## src/rtl/ifu_pkg.sv

```systemverilog
// Shared definitions for the instruction-fetch unit memory port.
package ifu_pkg;

  localparam int unsigned XLEN = 32;

  // Word returned to the fetch unit alongside a fault indication.
  localparam logic [XLEN-1:0] IMEM_FAULT_WORD = 32'h0000_0000;

  typedef enum logic [1:0] {
    IDLE  = 2'd0,
    WAIT  = 2'd1,
    DRAIN = 2'd2,
    RESP  = 2'd3
  } imem_state_t;

  // Instruction fetches must be word aligned.
  function automatic logic is_misaligned(input logic [XLEN-1:0] addr);
    return addr[1:0] != 2'b00;
  endfunction

endpackage

```

## src/rtl/ifu_imem_timeout.sv

```systemverilog
// Watchdog counter for an outstanding bus read: cleared on entry to a
// waiting state, counts while enabled, flags the last permitted cycle.
module ifu_imem_timeout #(
  parameter int unsigned LIMIT = 255,
  parameter int unsigned CNT_W = 8
) (
  input  logic clk_i,
  input  logic rst_i,
  input  logic clr_i,
  input  logic en_i,
  output logic expired_o
);

  localparam logic [CNT_W-1:0] LAST = CNT_W'(LIMIT - 1);

  logic [CNT_W-1:0] cnt_q, cnt_d;

  // Next count: clear has priority over increment.
  always_comb begin
    cnt_d = cnt_q;
    if (clr_i) begin
      cnt_d = '0;
    end else if (en_i) begin
      cnt_d = cnt_q + CNT_W'(1);
    end
  end

  // Counter register.
  always_ff @(posedge clk_i or posedge rst_i) begin
    if (rst_i) begin
      cnt_q <= '0;
    end else begin
      cnt_q <= cnt_d;
    end
  end

  // Expires in the LIMIT-th enabled cycle after a clear.
  assign expired_o = en_i && (cnt_q == LAST);

endmodule

```

## src/rtl/ifu_imem_port.sv

```systemverilog
// Instruction-memory port: one fetch at a time onto a wait-state bus,
// result returned as a one-cycle data_already pulse.
// Optional bus watchdog enabled by defining IFU_IMEM_TIMEOUT_EN.
module ifu_imem_port
  import ifu_pkg::*;
#(
  parameter int unsigned TIMEOUT_CYCLES = 255,
  parameter int unsigned CNT_W          = 8
) (
  input  logic            clk,
  input  logic            reset,
  input  logic [XLEN-1:0] req_addr,
  input  logic            req_valid,
  output logic            req_ready,
  input  logic            flush,
  output logic [XLEN-1:0] data,
  output logic            data_already,
  output logic            fault,
  output logic [XLEN-1:0] mem_addr,
  output logic            mem_rd,
  input  logic [XLEN-1:0] mem_rdata,
  input  logic            mem_ack,
  input  logic            mem_err
);

  // Counter must be able to represent the timeout limit.
  if ((64'd1 << CNT_W) <= 64'(TIMEOUT_CYCLES)) begin : g_bad_cnt_w
    $error("CNT_W too narrow for TIMEOUT_CYCLES");
  end

  imem_state_t     state_q, state_d;
  logic [XLEN-1:0] mem_addr_q, mem_addr_d;
  logic            mem_rd_q, mem_rd_d;
  logic [XLEN-1:0] data_q, data_d;
  logic            fault_q, fault_d;

  logic accept;
  logic bus_done;
  logic tmo_expired;

  assign req_ready = (state_q == IDLE) || (state_q == RESP);
  assign accept    = req_valid && req_ready;
  assign bus_done  = mem_ack || mem_err;

`ifdef IFU_IMEM_TIMEOUT_EN
  logic tmo_clr, tmo_en;

  // Restart on every transition into WAIT or DRAIN, so DRAIN gets a fresh budget.
  assign tmo_clr = ((state_d == WAIT) || (state_d == DRAIN)) && (state_d != state_q);
  assign tmo_en  = (state_q == WAIT) || (state_q == DRAIN);

  ifu_imem_timeout #(
    .LIMIT (TIMEOUT_CYCLES),
    .CNT_W (CNT_W)
  ) u_timeout (
    .clk_i     (clk),
    .rst_i     (reset),
    .clr_i     (tmo_clr),
    .en_i      (tmo_en),
    .expired_o (tmo_expired)
  );
`else
  assign tmo_expired = 1'b0;
`endif

  // Next-state and registered-output logic for the fetch FSM.
  always_comb begin
    state_d    = state_q;
    mem_addr_d = mem_addr_q;
    mem_rd_d   = mem_rd_q;
    data_d     = data_q;
    fault_d    = fault_q;
    unique case (state_q)
      IDLE, RESP: begin
        if (accept) begin
          if (is_misaligned(req_addr)) begin
            state_d = RESP;
            data_d  = IMEM_FAULT_WORD;
            fault_d = 1'b1;
          end else begin
            state_d    = WAIT;
            mem_addr_d = req_addr;
            mem_rd_d   = 1'b1;
          end
        end else if (state_q == RESP) begin
          state_d = IDLE;
        end
      end
      WAIT: begin
        if (flush) begin
          if (bus_done) begin
            state_d  = IDLE;
            mem_rd_d = 1'b0;
          end else begin
            state_d = DRAIN;
          end
        end else if (mem_err) begin
          state_d  = RESP;
          mem_rd_d = 1'b0;
          data_d   = IMEM_FAULT_WORD;
          fault_d  = 1'b1;
        end else if (mem_ack) begin
          state_d  = RESP;
          mem_rd_d = 1'b0;
          data_d   = mem_rdata;
          fault_d  = 1'b0;
        end else if (tmo_expired) begin
          state_d  = RESP;
          mem_rd_d = 1'b0;
          data_d   = IMEM_FAULT_WORD;
          fault_d  = 1'b1;
        end
      end
      DRAIN: begin
        if (bus_done || tmo_expired) begin
          state_d  = IDLE;
          mem_rd_d = 1'b0;
        end
      end
      default: state_d = IDLE;
    endcase
  end

  // State and output registers.
  always_ff @(posedge clk or posedge reset) begin
    if (reset) begin
      state_q    <= IDLE;
      mem_addr_q <= '0;
      mem_rd_q   <= 1'b0;
      data_q     <= '0;
      fault_q    <= 1'b0;
    end else begin
      state_q    <= state_d;
      mem_addr_q <= mem_addr_d;
      mem_rd_q   <= mem_rd_d;
      data_q     <= data_d;
      fault_q    <= fault_d;
    end
  end

  assign data_already = (state_q == RESP);
  assign data         = data_q;
  assign fault        = fault_q;
  assign mem_addr     = mem_addr_q;
  assign mem_rd       = mem_rd_q;

endmodule

```

## config.mk

```make
export PLATFORM = sky130hd
export DESIGN_NAME = ifu_imem_port
export DESIGN_NICKNAME = d
export VERILOG_FILES = /design/src/rtl/ifu_pkg.sv /design/src/rtl/ifu_imem_timeout.sv /design/src/rtl/ifu_imem_port.sv
export SDC_FILE = /design/constraint.sdc
export NUM_CORES = 1
export LEC_CHECK = 0
export BUFFER_PORTS_ARGS = -buffer_cell sky130_fd_sc_hd__clkbuf_2
export CAP_MARGIN = 10
export CORE_ASPECT_RATIO = 1.25
export CORE_MARGIN = 4
export CORE_UTILIZATION = 40
export CTS_BUF_LIST = sky130_fd_sc_hd__clkbuf_2
export DETAILED_ROUTE_END_ITERATION = 16
export PLACE_DENSITY = 0.72
export SYNTH_ARGS = -nofsm -noshare
export SYNTH_HDL_FRONTEND = slang
export SYNTH_SLANG_ARGS = --single-unit
```

## constraint.sdc

```tcl
create_clock -name clk -period 3.2 [get_ports clk]
set_clock_uncertainty 0.2 [all_clocks]
set_input_delay 0.64 -clock clk [delete_from_list [all_inputs] [get_ports clk]]
set_output_delay 0.64 -clock clk [all_outputs]
set_load 0.03 [all_outputs]
```

# Yosys cells after proc, flatten, opt, wreduce, memory -nomap -nowiden
# Index checks and enable logic that the tools add are counted.
# classes
n_eq_ne,11
mux,27
bitwise,1
n_reduce_logical,11
# ops
operator,n
$mux 32,5
$pmux 32 s2,1
$mux 2,8
$mux 1,10
$ne 2x2->1 const B,5
$reduce_and 3->1,3
$ne 3x3->1 const B,2
$pmux 2 s3,1
$reduce_and 5->1,1
$eq 2x2->1 const B,2
$ne 4x4->1 const B,1
$reduce_bool 2->1,2
$pmux 1 s3,1
$eq 2x1->1 const B,1
$logic_not 2->1,1
$logic_or 1x1->1,2
$pmux 1 s2,1
$reduce_or 2->1,1
$logic_and 1x1->1,1
$not 1->1,1
# totals
elab_cells,55
output_inout_bits,68
regBits,68
input_bits,70

# Longest topological paths before layout
# logic_depth
ltp_word,5
mapped_depth,8
ltp_nobuf,6

# Least setup slack after synthesis
# Ideal clock, no wire load.
# synth_timing
kind,register -> register
startpoint,register state_q[0]
endpoint,"register mem_addr_q[12], in the netlist mem_addr[12]"
setup_slack_ns,0.970
t_required_ns,2.875
t_arrival_ns,1.905
setup_time_ns,0.125
path_buffers,1
path_stages_with_launch,7
path_cell_list,dfrtp_1 > inv_1 > ha_1 > nand2_1 > nor3_2 > buf_4 > mux2_2
# synth_between
elab_chain_cells,4
word_cells_on_any_way,6
classes_between,1 x eq/ne; 5 x reduce/logical
# synth_rtl
element,line_no,rtl
start: declaration,ifu_imem_port.sv:31,"imem_state_t state_q, state_d;"
start signal: assignment,ifu_imem_port.sv:133,state_q <= state_d;
$eq 2x2->1 or $logic_not 2->1 (tied branches),ifu_imem_port.sv:41,assign req_ready = (state_q == IDLE) || (state_q == RESP);
$logic_or 1x1->1 (*),ifu_imem_port.sv:41,
named net req_ready,ifu_imem_port.sv:14,"output logic req_ready,"
$logic_and 1x1->1 (*),ifu_imem_port.sv:42,assign accept = req_valid && req_ready;
$reduce_and 3->1 (no line) (*),-,
end signal: assignment,ifu_imem_port.sv:134,mem_addr_q <= mem_addr_d;
end: declaration,ifu_imem_port.sv:32,"logic [XLEN-1:0] mem_addr_q, mem_addr_d;"
# The timed path passes the listed nets; every way through them passes the cells marked *.
# A chain may end at the register's enable or synchronous reset.

# Worst setup path after layout
# layout_timing
startpoint,register state_q[0]
endpoint,output req_ready
# layout_between
elab_chain_cells,2
word_cells_on_any_way,3
classes_between,1 x eq/ne; 2 x reduce/logical
# layout_rtl
element,line_no
$eq 2x2->1 or $logic_not 2->1 (tied branches),ifu_imem_port.sv:41
$logic_or 1x1->1 (*),ifu_imem_port.sv:41
end: declaration,ifu_imem_port.sv:14
# Every way passes the cells marked *; elsewhere a longest branch is shown, timed or not.

==> out/results.txt <==
Adder-cell share of the synthesized area = 0.0186
Detailed Route WL = 6.36 mm
NumNets Final = 403
DIE WIDTH = 81.3 µm
Largest net degree at the start of global routing = 36
Critical path peak fanout = 9
Count of cell types in the netlist = 26
ANT nets after route = 0
Worst EP required = 2.36 ns
Violation count after the first detailed-route iteration = 92
Combinational family with the most area after synthesis = compound AO/OA/AOI/OAI gates
Final instance area = 3590 µm²
FF-to-FF setup slack = 0.91 ns
Power, Total = 3.73 mW
Metal3 WL = 301 µm
Drt pass-1 iters = 4
Seq pwr share = 0.366
DR vias = 2011
Syn Inst Count = 185
GRT Total Usage = 0.163
CP endpoint kind = output port
Tcrit/Tclk final = 0.785
Multi-input gate area = 895 µm²
Sw frac = 0.448
Cell Pwr Density = 1040 nW/µm²
I/O pins = 138
Post-synthesis mux area share = 0.126
CTS tree = yes
Commonest non-fill, non-tap cell in the layout = clkbuf_2
Vias in the first global route = 2106
Vert. Die Dim = 99.6 µm
Mean routed wirelength per cell = 15.1 µm
Critical path class = reg -> out
Fin Setup TNS = 0 ns
CTS clock-pin slew for the worst setup and hold paths = 0.21 ns
CTS Hold Bufs = 1
H-tree depth = 3
CTS Buf Count = 9
P_int = 2.06 mW
XOR/XNOR share of the synthesized area = 0
Fin. Hold Viols = 0
Cell Area, Synth = 2680 µm²
Final Util = 0.550
GRT overflow = 0
Final Critical Period = 2.51 ns
Post-route setup slack = 0.689 ns
Worst-margin pin slew = 0.394 ns
Commonest non-fill, non-tap cells in the layout = 146 x clkbuf_2, 68 x dfrtp_1, 31 x a22o_1, 28 x mux2_2, 8 x nand2_1
DP Worst Slack = 0.941 ns
Wire length of the first global-routing pass = 9.96 mm
# diodes = 0
Final Setup Violations = 0
Final cell count without fillers = 421
Lkg Pwr = 1.92 nW
Initial Util = 0.411
Combinational share of power = 0.484
Max Clk Rate = 398 MHz
Clk sinks = 68
Worst skew pair latency = 0.47 ns
Met2 wire length = 3.48 mm
Max Cap Viol = 0
Post-Syn Nets = 259
Core area = 6520 µm²
Compound-Gate Fraction of Synth Area = 0.139
Syn_area_per_cell = 14.5 µm²
Post-DP Area = 3440 µm²
Arr. time, crit path = 1.67 ns
Worst-case clock buffer depth = 2
Synth warnings = 0
Final Hold Slack = 0.148 ns
Hold Path Class = in -> reg
Gpl congestion = 0.840
Fill cells = 605
Status = completed
CP Launch Type = flop
Initial antenna violation count = 0
Post-cts sizing count = 0
Register area = 1700 µm²
Vias per inst = 4.78
Sw power = 1.67 mW
Die area = 8090 µm²
Detailed placer's ending HPWL = 4.69 mm
Row Count = 33
Fin. max-slew vios = 0
Simple-gate share of the synthesized area = 0.0457
# DRC = 0
Layout area overhead = 33.8%
Top Metal Used = met4
Layout cells sized above 1 = 0.566
Post-CTS Setup Bufs = 0
Synth Register Bits = 68
Sequential fraction of the synthesis area = 0.634
Met1 WL = 2.44 mm
RSZ-0062 raised after global routing = no
Slew HR = 0.737
Worst vdd ir = 0.000540 V
Clk root buf = clkbuf_2
Cell Count Post-Placement = 404
Clock Power Share = 0.150
I/O Buffers = 137
-- routing by layer --
layer	vias to the layer above	track usage
li1	963	-
met1	980	0.184
met2	57	0.281
met3	11	0.0290
met4	0	0.0936
met5	-	0
-- cell usage after synthesis (all sizes together) --
cell | number | area share
o31a | 2 | 0.0065
inv | 4 | 0.0056
o21ai | 6 | 0.011
ha | 4 | 0.019
o32a | 1 | 0.0037
o21a | 1 | 0.0028
mux2 | 30 | 0.13
nor4 | 1 | 0.0023
a22o | 31 | 0.10
nor3b | 1 | 0.0028
nor3 | 1 | 0.0037
nor2b | 5 | 0.012
a221o | 1 | 0.0037
nor2 | 4 | 0.0056
nand4b | 1 | 0.0033
nand3b | 1 | 0.0028
dfrtp | 68 | 0.63
o211ai | 1 | 0.0047
nand2 | 8 | 0.011
buf | 10 | 0.031
nand2b | 1 | 0.0023
a21oi | 3 | 0.0056
-- state kept, by name (all words and copies together), names as in the netlist --
register  cells
fault         1
mem_addr     32
mem_rd        1
state_q       2
data         32
-- final timing paths --
path | start | end | cells past startpoint
max | state_q[0]$_DFFE_PP0P_ | req_ready | 3
min | mem_rdata[13] | data[13]$_DFFE_PP0P_ | 2
max reg2reg | state_q[0]$_DFFE_PP0P_ | mem_addr[12]$_DFFE_PP0P_ | 6
min reg2reg | fault$_DFFE_PP0P_ | fault$_DFFE_PP0P_ | 2
max in group asynchronous | reset | data[3]$_DFFE_PP0P_ | 4
min in group asynchronous | reset | mem_addr[2]$_DFFE_PP0P_ | 3
-- critical path, cell delays in order, from the launching register on --
cell and delay, ns:
dfrtp_1 0.46, inv_1 0.06, ha_1 0.42, clkbuf_2 0.26
-- cells by family (layout without fill, tap and decap cells) --
| kind of cell | count (synthesis) | after routing |
|---|---|---|
| mux | 30 | 30 |
| buf+inv | 14 | 163 |
| compound gates | 46 | 46 |
| simple gates | 23 | 23 |
| flops | 68 | 68 |
| fa+ha+maj | 4 | 4 |
-- power groups by stage --
stage          Clock (mW)  Sequential, mW  Combinational, mW
2_1_floorplan           0            2.00              0.712
3_3_place_gp            0            1.37               1.80
3_5_place_dp            0            1.39               1.82
4_1_cts             0.594            1.37               1.83
5_1_grt             0.621            1.41               1.92
6_report            0.560            1.36               1.80
-- cell type report --
| class | instances | area share |
|---|---|---|
| Clock buffer | 9 | 0.0125 |
| Clock inverter | 7 | 0.0254 |
| Inverter | 4 | 0.00418 |
| Multi-Input combinational cell | 103 | 0.249 |
| Sequential cell | 68 | 0.474 |
| Tap cell | 87 | 0.0303 |
| Timing Repair Buffer | 143 | 0.204 |
(Power assumes the default switching activity.)
